File: src/rtl/compare_4bit.sv
// Registered unsigned magnitude comparator: emits a 2-bit A-vs-B relation code
// with a valid flag, one cycle after the operands are sampled.
module compare_4bit #(
  parameter int unsigned WIDTH = 4
) (
  input  logic             clk,
  input  logic             rst,
  input  logic             in_valid,
  input  logic [WIDTH-1:0] a,
  input  logic [WIDTH-1:0] b,
  output logic [1:0]       o,
  output logic             out_valid
);

  localparam int unsigned CODE_W = 2;

  localparam logic [CODE_W-1:0] CODE_NONE = 2'b00;
  localparam logic [CODE_W-1:0] CODE_GT   = 2'b01;
  localparam logic [CODE_W-1:0] CODE_LT   = 2'b10;
  localparam logic [CODE_W-1:0] CODE_EQ   = 2'b11;

  logic              decided;
  logic              a_wins;
  logic [CODE_W-1:0] code_c;

  // Scan from the MSB down; the first differing bit fixes the relation.
  always_comb begin
    decided = 1'b0;
    a_wins  = 1'b0;
    for (int i = WIDTH - 1; i >= 0; i--) begin
      if (!decided && (a[i] != b[i])) begin
        decided = 1'b1;
        a_wins  = a[i];
      end
    end
    if (!decided) begin
      code_c = CODE_EQ;
    end else if (a_wins) begin
      code_c = CODE_GT;
    end else begin
      code_c = CODE_LT;
    end
  end

  // o holds across idle cycles so downstream can still read the last relation.
  always_ff @(posedge clk) begin
    if (rst) begin
      o         <= CODE_NONE;
      out_valid <= 1'b0;
    end else if (in_valid) begin
      o         <= code_c;
      out_valid <= 1'b1;
    end else begin
      out_valid <= 1'b0;
    end
  end

endmodule

File: config.mk
export PLATFORM = sky130hd
export DESIGN_NAME = compare_4bit
export DESIGN_NICKNAME = d
export VERILOG_FILES = /design/src/rtl/compare_4bit.sv
export SDC_FILE = /design/constraint.sdc
export NUM_CORES = 1
export LEC_CHECK = 0
export BUFFER_PORTS_ARGS = -buffer_cell sky130_fd_sc_hd__clkbuf_2
export CORE_AREA = 10 10 47 49
export CTS_BUF_LIST = sky130_fd_sc_hd__clkbuf_4 sky130_fd_sc_hd__clkbuf_8
export CTS_CLUSTER_DIAMETER = 30
export DETAILED_ROUTE_END_ITERATION = 12
export DIE_AREA = 0 0 57 59
export PLACE_DENSITY = 0.33
export SLEW_MARGIN = 20
export SYNTH_ARGS = -nofsm -noshare
export SYNTH_HDL_FRONTEND = slang
export SYNTH_SLANG_ARGS = --single-unit
File: constraint.sdc
create_clock -name clk -period 2.2 [get_ports clk]
set_clock_uncertainty 0.05 [all_clocks]
set_input_delay 0.22 -clock clk [delete_from_list [all_inputs] [get_ports clk]]
set_output_delay 0.22 -clock clk [all_outputs]
set_load 0.02 [all_outputs]
======== Yosys cells after proc, flatten, opt, wreduce, memory -nomap -nowiden ========
Index checks and enable logic that the tools add are counted.
cells by class
  reductions and logical operators ........ 6
  multiplexer cells ....................... 11
  eq/ne operators ......................... 4
operators by type and width
  kind                   count
  two-way mux 1 bit      9
  two-way mux 2 bit      2
  inequality test 1 bit  4
  logical AND 1 bit      3
  zero test 1 bit        3
storage, ports and cells
  output and inout bits ................... 3
  flip-flop bits (word level) ............. 3
  logic and storage cells ................. 23

======== Logic depth before layout (Yosys ltp) ========
Gate-level depths: netlist (run 1).
  word-level depth ........................ 13
  depth in mapped cells ................... 5
  gate-level depth less buffers ........... 5

======== Worst setup path before layout (run 1) ========
Ideal clock, no wire load.
  path kind ............................... input -> register
  start point ............................. in b[3]
  end point ............................... reg o[0]
  arrival ................................. 1.259 ns
  path slack .............................. 0.775 ns
  setup time .............................. 0.115 ns
  stages .................................. 5
  cell sequence ........................... inv_1 ha_1 nand4b_1 or3b_1 a31o_1
on the way
  cells in the longest elaborated chain, start to end .. 13
  elaborated cells on any way between the ends .. 17
  classes of those cells .................. 1 x eq/ne; 10 x mux; 6 x reduce/logical
RTL lines
  what                     RTL line  source
  from (decl)              10        input logic [WIDTH-1:0] b,
  inequality test 1 bit *  31        if (!decided && (a[i] != b[i])) begin
  two-way mux 1 bit        31
  zero test 1 bit          31
  logical AND 1 bit        31
  two-way mux 1 bit        31
  zero test 1 bit          31
  logical AND 1 bit        31
  two-way mux 1 bit        31
  zero test 1 bit          31
  logical AND 1 bit        31
  two-way mux 1 bit        31
  two-way mux 2 bit        38        end else if (a_wins) begin
  two-way mux 2 bit *      36        if (!decided) begin
  to (signal assigned)     51        o <= code_c;
  to (decl)                11        output logic [1:0] o,
Mark *: on every way between the ends. The rest lies on a longest branch, timed or not.
A chain may end at the register's enable or synchronous reset.

======== Worst setup path after layout (run 1) ========
Ends and elaborated chain as after synthesis.

==> qor.csv, run 1 <==
stage,metric,value,unit
critical_path,worst setup path start,b[3],
floorplan,Starting Density,0.147,
floorplan,Die Y,59,um
place,IO Port Bufs,13,
clock_tree,# hold bufs at CTS,0,
global_route,number of global-route vias before repair,273,
synthesis,"Seq/Total Area, Yosys",0.291,
layout,ant diodes,0,
sta,max-slew violation count,0,
global_route,initial antenna violation count,0,
clock_tree,number of CTS-inserted buffers,3,
critical_path,crit-path max FO,4,
clock_tree,CTS resizes,0,
sta,Relative slew margins,0.856,
synthesis,Syn Inst Count,24,
synthesis,top cell type's share of synthesized area,0.291,
routing,initial drt markers,3,
critical_path,Critical Path Sink Type,flip-flop,
power,Net Sw Frac,0.249,
synthesis,Seq cells post-synth,3,
flow_run,Max Cap Violations,0,
clock_tree,CTS tree,done,
sta,final hold slack,155,ps
layout,post-route cell area,322,um2
critical_path,Setup CP Type,input pin to flip-flop,
layout,"commonest non-fill, non-tap cell in the layout",clkbuf_2,
synthesis,Syn Nets,36,
sta,setup TNS,0,ps
routing,WL final,614,um
clock_tree,clock sinks,3,
clock_tree,postcts setup bufs,0,
floorplan,Core Area,0.00140,mm2
floorplan,io pins,14,
routing,routed length per instance,10.8,um
sta,RSZ-0062 raised after global routing,no,
floorplan,total die area,0.00336,mm2
routing,# DRC,0,
layout,most frequent cells in the layout,"13 x clkbuf_2, 4 x clkbuf_4, 3 x nor2b_1, 3 x dfxtp_1, 2 x nor2_1",
power,P_sw,53.9,uW
critical_path,reg2reg end,o[1],
routing,router iterations before antenna repair,4,
critical_path,Worst Path Arrival,1410,ps
hold_path,Hold Crit Class,input pin to flip-flop,
sta,Worst Tran Pin Value,217,ps
global_route,largest net degree at the start of global routing,6,
place,RePlAce Congestion,0.669,
power,Total Power,216,uW
synthesis,Synth Cell Area,206,um2
global_route,Total Routing Usage GR,0.0452,
global_route,total grt overflow,0,
critical_path,reg-to-reg setup timing slack,1370,ps
sta,fin crit share,0.608,
power,combinational power share,0.220,
sta,Period minus WS final,1340,ps
place,Placement Setup Slack,608,ps
outcome,status,"complete, no violations",
sta,Final setup viols,0,
critical_path,Critical path destination,o[0],
layout,Syn-to-layout area delta,55.8,%
sta,maximum operating frequency,747,MHz
routing,Vias,241,
routing,antenna-violating nets left,0,
sta,Final Worst Setup Slack,862,ps
floorplan,row count,14,
power,Cell Int Power,162,uW
synthesis,Yosys warning count,0,
clock_tree,htree depth,1,
synthesis,cell taking the most area after synthesis,dfxtp_1,
critical_path,RR Startpoint,o[1],
layout,Final nets,54,
place,DP HPWL,564,um
sta,Hold Fails Final Rpt,0,
floorplan,Chip Width,57,um
power,Power Dens Cells,672,mW/mm2
clock_tree,worst skew pair latency,230,ps
power,share of total power in sequential cells,0.282,
clock_tree,deepest clock path buffer count,2,
layout,layout cell share with drive strength beyond 1,0.415,
power,Peak VDD IR,0.120,mV
synthesis,Area contributors post-synth,"dfxtp_1 29%, nor2b_1 9.1%, ha_1 6.1%",
critical_path,Startpoint Class,input pin,
synthesis,distinct cell type count after synthesis,19,
critical_path,WP data required,2270,ps
synthesis,Post-Syn Area per Cell,8.60,um2
power,leakage,0.154,nW
place,Placed Instance Area,292,um2
global_route,first-pass GRT wire length,1.08,mm
clock_tree,clock slew at reported path FFs,40,ps
power,clock share of power,0.498,
routing,vias per cell,4.23,
critical_path,number of cells on the worst reg-to-reg path,4,
clock_tree,clock root buffer,clkbuf_4,
==> worst max-delay path, cell delays in order <==
cell      delay, ps
clkbuf_2         70
inv_1            30
ha_1            320
nand4b_1        180
or3b_1          380
a31o_1          210
==> power groups by stage <==
stage | Combinational (mW) | Sequential (mW) | Clock [mW]
after floorplan | 0.0223 | 0.0673 | 0
after global placement | 0.0471 | 0.0615 | 0
final | 0.0475 | 0.0608 | 0.108
after global routing | 0.0530 | 0.0614 | 0.112
after detailed placement | 0.0483 | 0.0618 | 0
after CTS | 0.0484 | 0.0610 | 0.112
==> registers in the layout (all words and copies together) (netlist names) <==
register / cells
out_valid: 1
o: 2
==> stage by stage <==
stage | util | std cells
5_1_grt | 0.229 | 57
2_1_floorplan | - | 24
4_1_cts | 0.229 | 57
3_3_place_gp | 0.208 | 53
3_5_place_dp | 0.208 | 53
6_report | 0.229 | 57
==> cell families after synthesis <==
group | Yosys count | synth area share
compound gates | 6 | 0.206
simple gates | 11 | 0.333
buf+inv | 1 | 0.0182
mux | 1 | 0.0485
xor+xnor | 1 | 0.0424
flops | 3 | 0.291
fa+ha+maj | 1 | 0.0606
==> how the worst min path moves through the flow <==
stage | start | to | cells after the start
3_5_place_dp | rst | out_valid | 2
3_3_place_gp | rst | out_valid | 2
2_1_floorplan | rst | out_valid | 1
6_report | rst | out_valid | 2
5_1_grt | rst | out_valid | 2
4_1_cts | rst | out_valid | 2
==> final cells by class <==
cell class                 count  area (um2)
fill                         170        1080
clock buffer                   4        30.0
timing repair buffer          13        65.1
sequential                     3        60.1
multi-input combinational     20         143
tap                           16        20.0
inverter                       1        3.75
==> synthesized netlist by cell type (all sizes together) <==
cell type  n
nand2b     1
nand2      1
nor2b      3
and2b      1
or3b       1
nor3b      1
nand4b     1
o211ai     1
o31ai      1
ha         1
o21ai      1
a31o       1
a31oi      1
a22oi      1
mux2i      1
nor2       2
dfxtp      3
inv        1
xnor2      1
==> routing by layer <==
layer | global-route usage | share of wire | vias to the layer above | routed length [um]
met2 | 0.0620 | 0.55 | 9 | 339
met1 | 0.0400 | 0.42 | 109 | 257
li1 | - | - | 123 | -
met5 | 0 | 0 | - | 0
met4 | 0.0805 | 0 | 0 | 0
met3 | 0.0150 | 0.028 | 0 | 17
No activity file was read; power rests on OpenSTA's default activity.
==> run 2, diff against run 1 <==
--- a/config.mk
+++ b/config.mk
@@ -5,13 +5,14 @@
 export SDC_FILE = /design/constraint.sdc
 export NUM_CORES = 1
 export LEC_CHECK = 0
+export ABC_AREA = 1
 export BUFFER_PORTS_ARGS = -buffer_cell sky130_fd_sc_hd__clkbuf_2
 export CORE_AREA = 10 10 47 49
 export CTS_BUF_LIST = sky130_fd_sc_hd__clkbuf_4 sky130_fd_sc_hd__clkbuf_8
 export CTS_CLUSTER_DIAMETER = 30
 export DETAILED_ROUTE_END_ITERATION = 12
 export DIE_AREA = 0 0 57 59
-export PLACE_DENSITY = 0.33
+export PLACE_DENSITY = 0.39
 export SLEW_MARGIN = 20
 export SYNTH_ARGS = -nofsm -noshare
 export SYNTH_HDL_FRONTEND = slang
==> constraint.sdc (replaced) <==
create_clock -name clk -period 1.2 [get_ports clk]
set_clock_uncertainty 0.05 [all_clocks]
set_input_delay 0.12 -clock clk [delete_from_list [all_inputs] [get_ports clk]]
set_output_delay 0.12 -clock clk [all_outputs]
set_load 0.02 [all_outputs]
==> qor.csv, run 2 <==
stage,metric,value,unit,change
outcome,status,"complete, no violations",,
power,combinational power share,0.285,,+0.065
sta,Final setup viols,0,,unchanged
synthesis,Async SR Flop Fraction,0,,unchanged
routing,initial drt markers,2,,-1
floorplan,Die Y,59,um,unchanged
sta,Period minus WS final,1020,ps,
global_route,total grt overflow,0,,unchanged
layout,"commonest non-fill, non-tap cell in the layout",nand2_1,,
layout,Final nets,76,,+41%
critical_path,Worst Path Arrival,1100,ps,-310 ps
power,share of total power in sequential cells,0.259,,-0.023
layout,Top reg by flops,o,,
place,Post-Place Cells,75,,+42%
synthesis,Syn Nets,57,,+58%
sta,maximum operating frequency,977,MHz,
hold_path,Hold Crit Class,input pin to flip-flop,,
sta,fin crit share,0.853,,
clock_tree,worst skew pair latency,230,ps,about the same
floorplan,Chip Width,57,um,unchanged
synthesis,Yosys warning count,0,,unchanged
floorplan,Starting Density,0.188,,+0.0411
clock_tree,clock sinks,3,,unchanged
floorplan,Core Area,0.00140,mm2,unchanged
synthesis,top cell type's share of synthesized area,0.227,,-0.0634
global_route,Total Routing Usage GR,0.0371,,-0.00819
global_route,initial antenna violation count,0,,unchanged
sta,max-slew violation count,0,,unchanged
synthesis,Syn Inst Count,45,,+88%
global_route,busiest layer in global routing,met2,,
clock_tree,clock root buffer,clkbuf_4,,
synthesis,"Seq/Total Area, Yosys",0.227,,-0.0634
clock_tree,postcts setup bufs,0,,unchanged
sta,Worst Tran Pin Value,168,ps,-48.8 ps
power,Total Power,431,uW,+100%
global_route,grt met2 use,0.0574,,-0.00465
clock_tree,# hold bufs at CTS,0,,unchanged
layout,Finished Layout Cells,79,,+39%
power,P_sw,122,uW,+130%
routing,router iterations before antenna repair,4,,unchanged
power,clock share of power,0.456,,-0.042
layout,layout cell share with drive strength beyond 1,0.413,,-0.00194
floorplan,io pins,14,,unchanged
floorplan,row count,14,,unchanged
clock_tree,number of CTS-inserted buffers,3,,unchanged
routing,# DRC,0,,unchanged
routing,WL final,621,um,+1.1%
clock_tree,deepest clock path buffer count,2,,unchanged
place,DP HPWL,539,um,-4.4%
power,Net Sw Frac,0.283,,+0.0339
clock_tree,CTS resizes,0,,unchanged
synthesis,Seq cells post-synth,3,,unchanged
synthesis,cell taking the most area after synthesis,dfxtp_1,,
synthesis,"Top FF cell, synth",dfxtp_1,,
layout,max reg flops,2,,unchanged
sta,RSZ-0062 raised after global routing,no,,
clock_tree,htree depth,1,,unchanged
power,Cell Int Power,309,uW,+91%
place,RePlAce Congestion,0.716,,+7.0%
layout,Syn-to-layout area delta,52.6,%,
critical_path,Startpoint Class,input pin,,
power,leakage,0.240,nW,+56%
power,Power Dens Cells,1070,mW/mm2,+59%
synthesis,Post-Syn Area per Cell,5.87,um2,-32%
synthesis,most common cell in the netlist,nand2_1,,
routing,Vias,297,,+23%
power,Peak VDD IR,0.300,mV,+150%
layout,biggest regs,"o (2), out_valid (1)",,
layout,most frequent cells in the layout,"14 x nand2_1, 13 x clkbuf_2, 9 x inv_1",,
critical_path,Setup CP Type,input pin to flip-flop,,
global_route,number of global-route vias before repair,294,,+7.7%
clock_tree,clock slew at reported path FFs,40,ps,about the same
synthesis,Area contributors post-synth,"dfxtp_1 23%, nand2_1 20%, inv_1 13%",,
routing,antenna-violating nets left,0,,unchanged
synthesis,"EDFF count, synth",0,,unchanged
critical_path,crit-path max FO,4,,unchanged
critical_path,reg-to-reg setup timing slack,520,ps,-850 ps
floorplan,total die area,0.00336,mm2,unchanged
global_route,met3 Track Usage GR,0.0129,,-0.00215
global_route,largest net degree at the start of global routing,5,,-1
synthesis,distinct cell type count after synthesis,16,,-3
global_route,first-pass GRT wire length,1.06,mm,-2.0%
place,IO Port Bufs,13,,unchanged
clock_tree,CTS tree,done,,
sta,Relative slew margins,0.887,,+0.0317
synthesis,Synth Cell Area,264,um2,+28%
sta,Hold Fails Final Rpt,0,,unchanged
routing,routed length per instance,7.86,um,-27%
routing,vias per cell,3.76,,-11%
critical_path,Critical Path Sink Type,flip-flop,,
layout,ant diodes,0,,unchanged
flow_run,Max Cap Violations,0,,unchanged
critical_path,WP data required,1280,ps,-990 ps
synthesis,Post-synth top cells,"14 x nand2_1, 9 x inv_1, 4 x nand3_1, 3 x dfxtp_1, 3 x nor2_1",,
global_route,GRT met1 Usage,0.0436,,+0.00353
layout,fillers,174,,+2.4%
## run 2: cell types whose count changed after synthesis, sizes merged, moves of 2 or more
cell   previous run  this run
nand2             1        15
inv               1        11
nand3             0         5
nor2b             3         0
a21oi             0         2
nor2              2         4
## run 2: cell families (layout without fill, tap and decap cells)
family / count (synthesis) / count (layout) / share of synthesized area
simple gates: 26 / 26 / 0.455
buf+inv: 11 / 29 / 0.156
compound gates: 3 / 3 / 0.0806
flops: 3 / 3 / 0.227
fa+ha+maj: 1 / 1 / 0.0474
xor+xnor: 1 / 1 / 0.0332
## run 2: metrics by stage
step                setup slack (ps)  instance area, um2   util  setup TNS (ps)  hold slack, ps
floorplan                       30.2                 264      -               0             141
global placement                -151                 357  0.254            -269             265
detailed placement              -146                 357  0.254            -255             260
CTS                             89.9                 387  0.276               0            20.1
global route                    44.4                 403  0.288               0            46.8
finish                           176                 403  0.288               0            23.5
## run 2: area by class of cell
cell class | instances | area, um2 | area share
sequential | 3 | 60.1 | 0.149
tap | 16 | 20.0 | 0.0497
clock buffer | 4 | 30.0 | 0.0745
inverter | 11 | 41.3 | 0.102
multi-input combinational | 31 | 179 | 0.444
timing repair buffer | 14 | 72.6 | 0.180
## run 2: critical path, cell delays in order
cell and delay [ps]:
clkbuf_2 70, inv_1 50, ha_4 270, buf_4 100
nand3_2 70, nor2_2 120, nand2_1 60, nand2_1 80
nand3_1 70, nand2_1 60, inv_1 30
## run 2: worst paths after layout
| path | start | endpoint | cells past startpoint |
|---|---|---|---|
| worst max-delay path | b[3] | o[1] | 11 |
| worst min-delay path | rst | out_valid | 2 |
| worst max register to register | o[1] | o[1] | 4 |
| worst min register to register | o[0] | o[0] | 2 |
## run 2: layer usage
layer | up-vias | part of all wire
met5 | - | 0
li1 | 173 | -
met2 | 7 | 0.48
met3 | 0 | 0.016
met1 | 117 | 0.50
met4 | 0 | 0
## run 2: power by group through the flow
stage	combinational (mW)	sequential, mW	clock [mW]
6_report	0.123	0.112	0.197
5_1_grt	0.142	0.112	0.212
4_1_cts	0.117	0.112	0.201
3_5_place_dp	0.117	0.113	0
3_3_place_gp	0.117	0.113	0
2_1_floorplan	0.0628	0.124	0
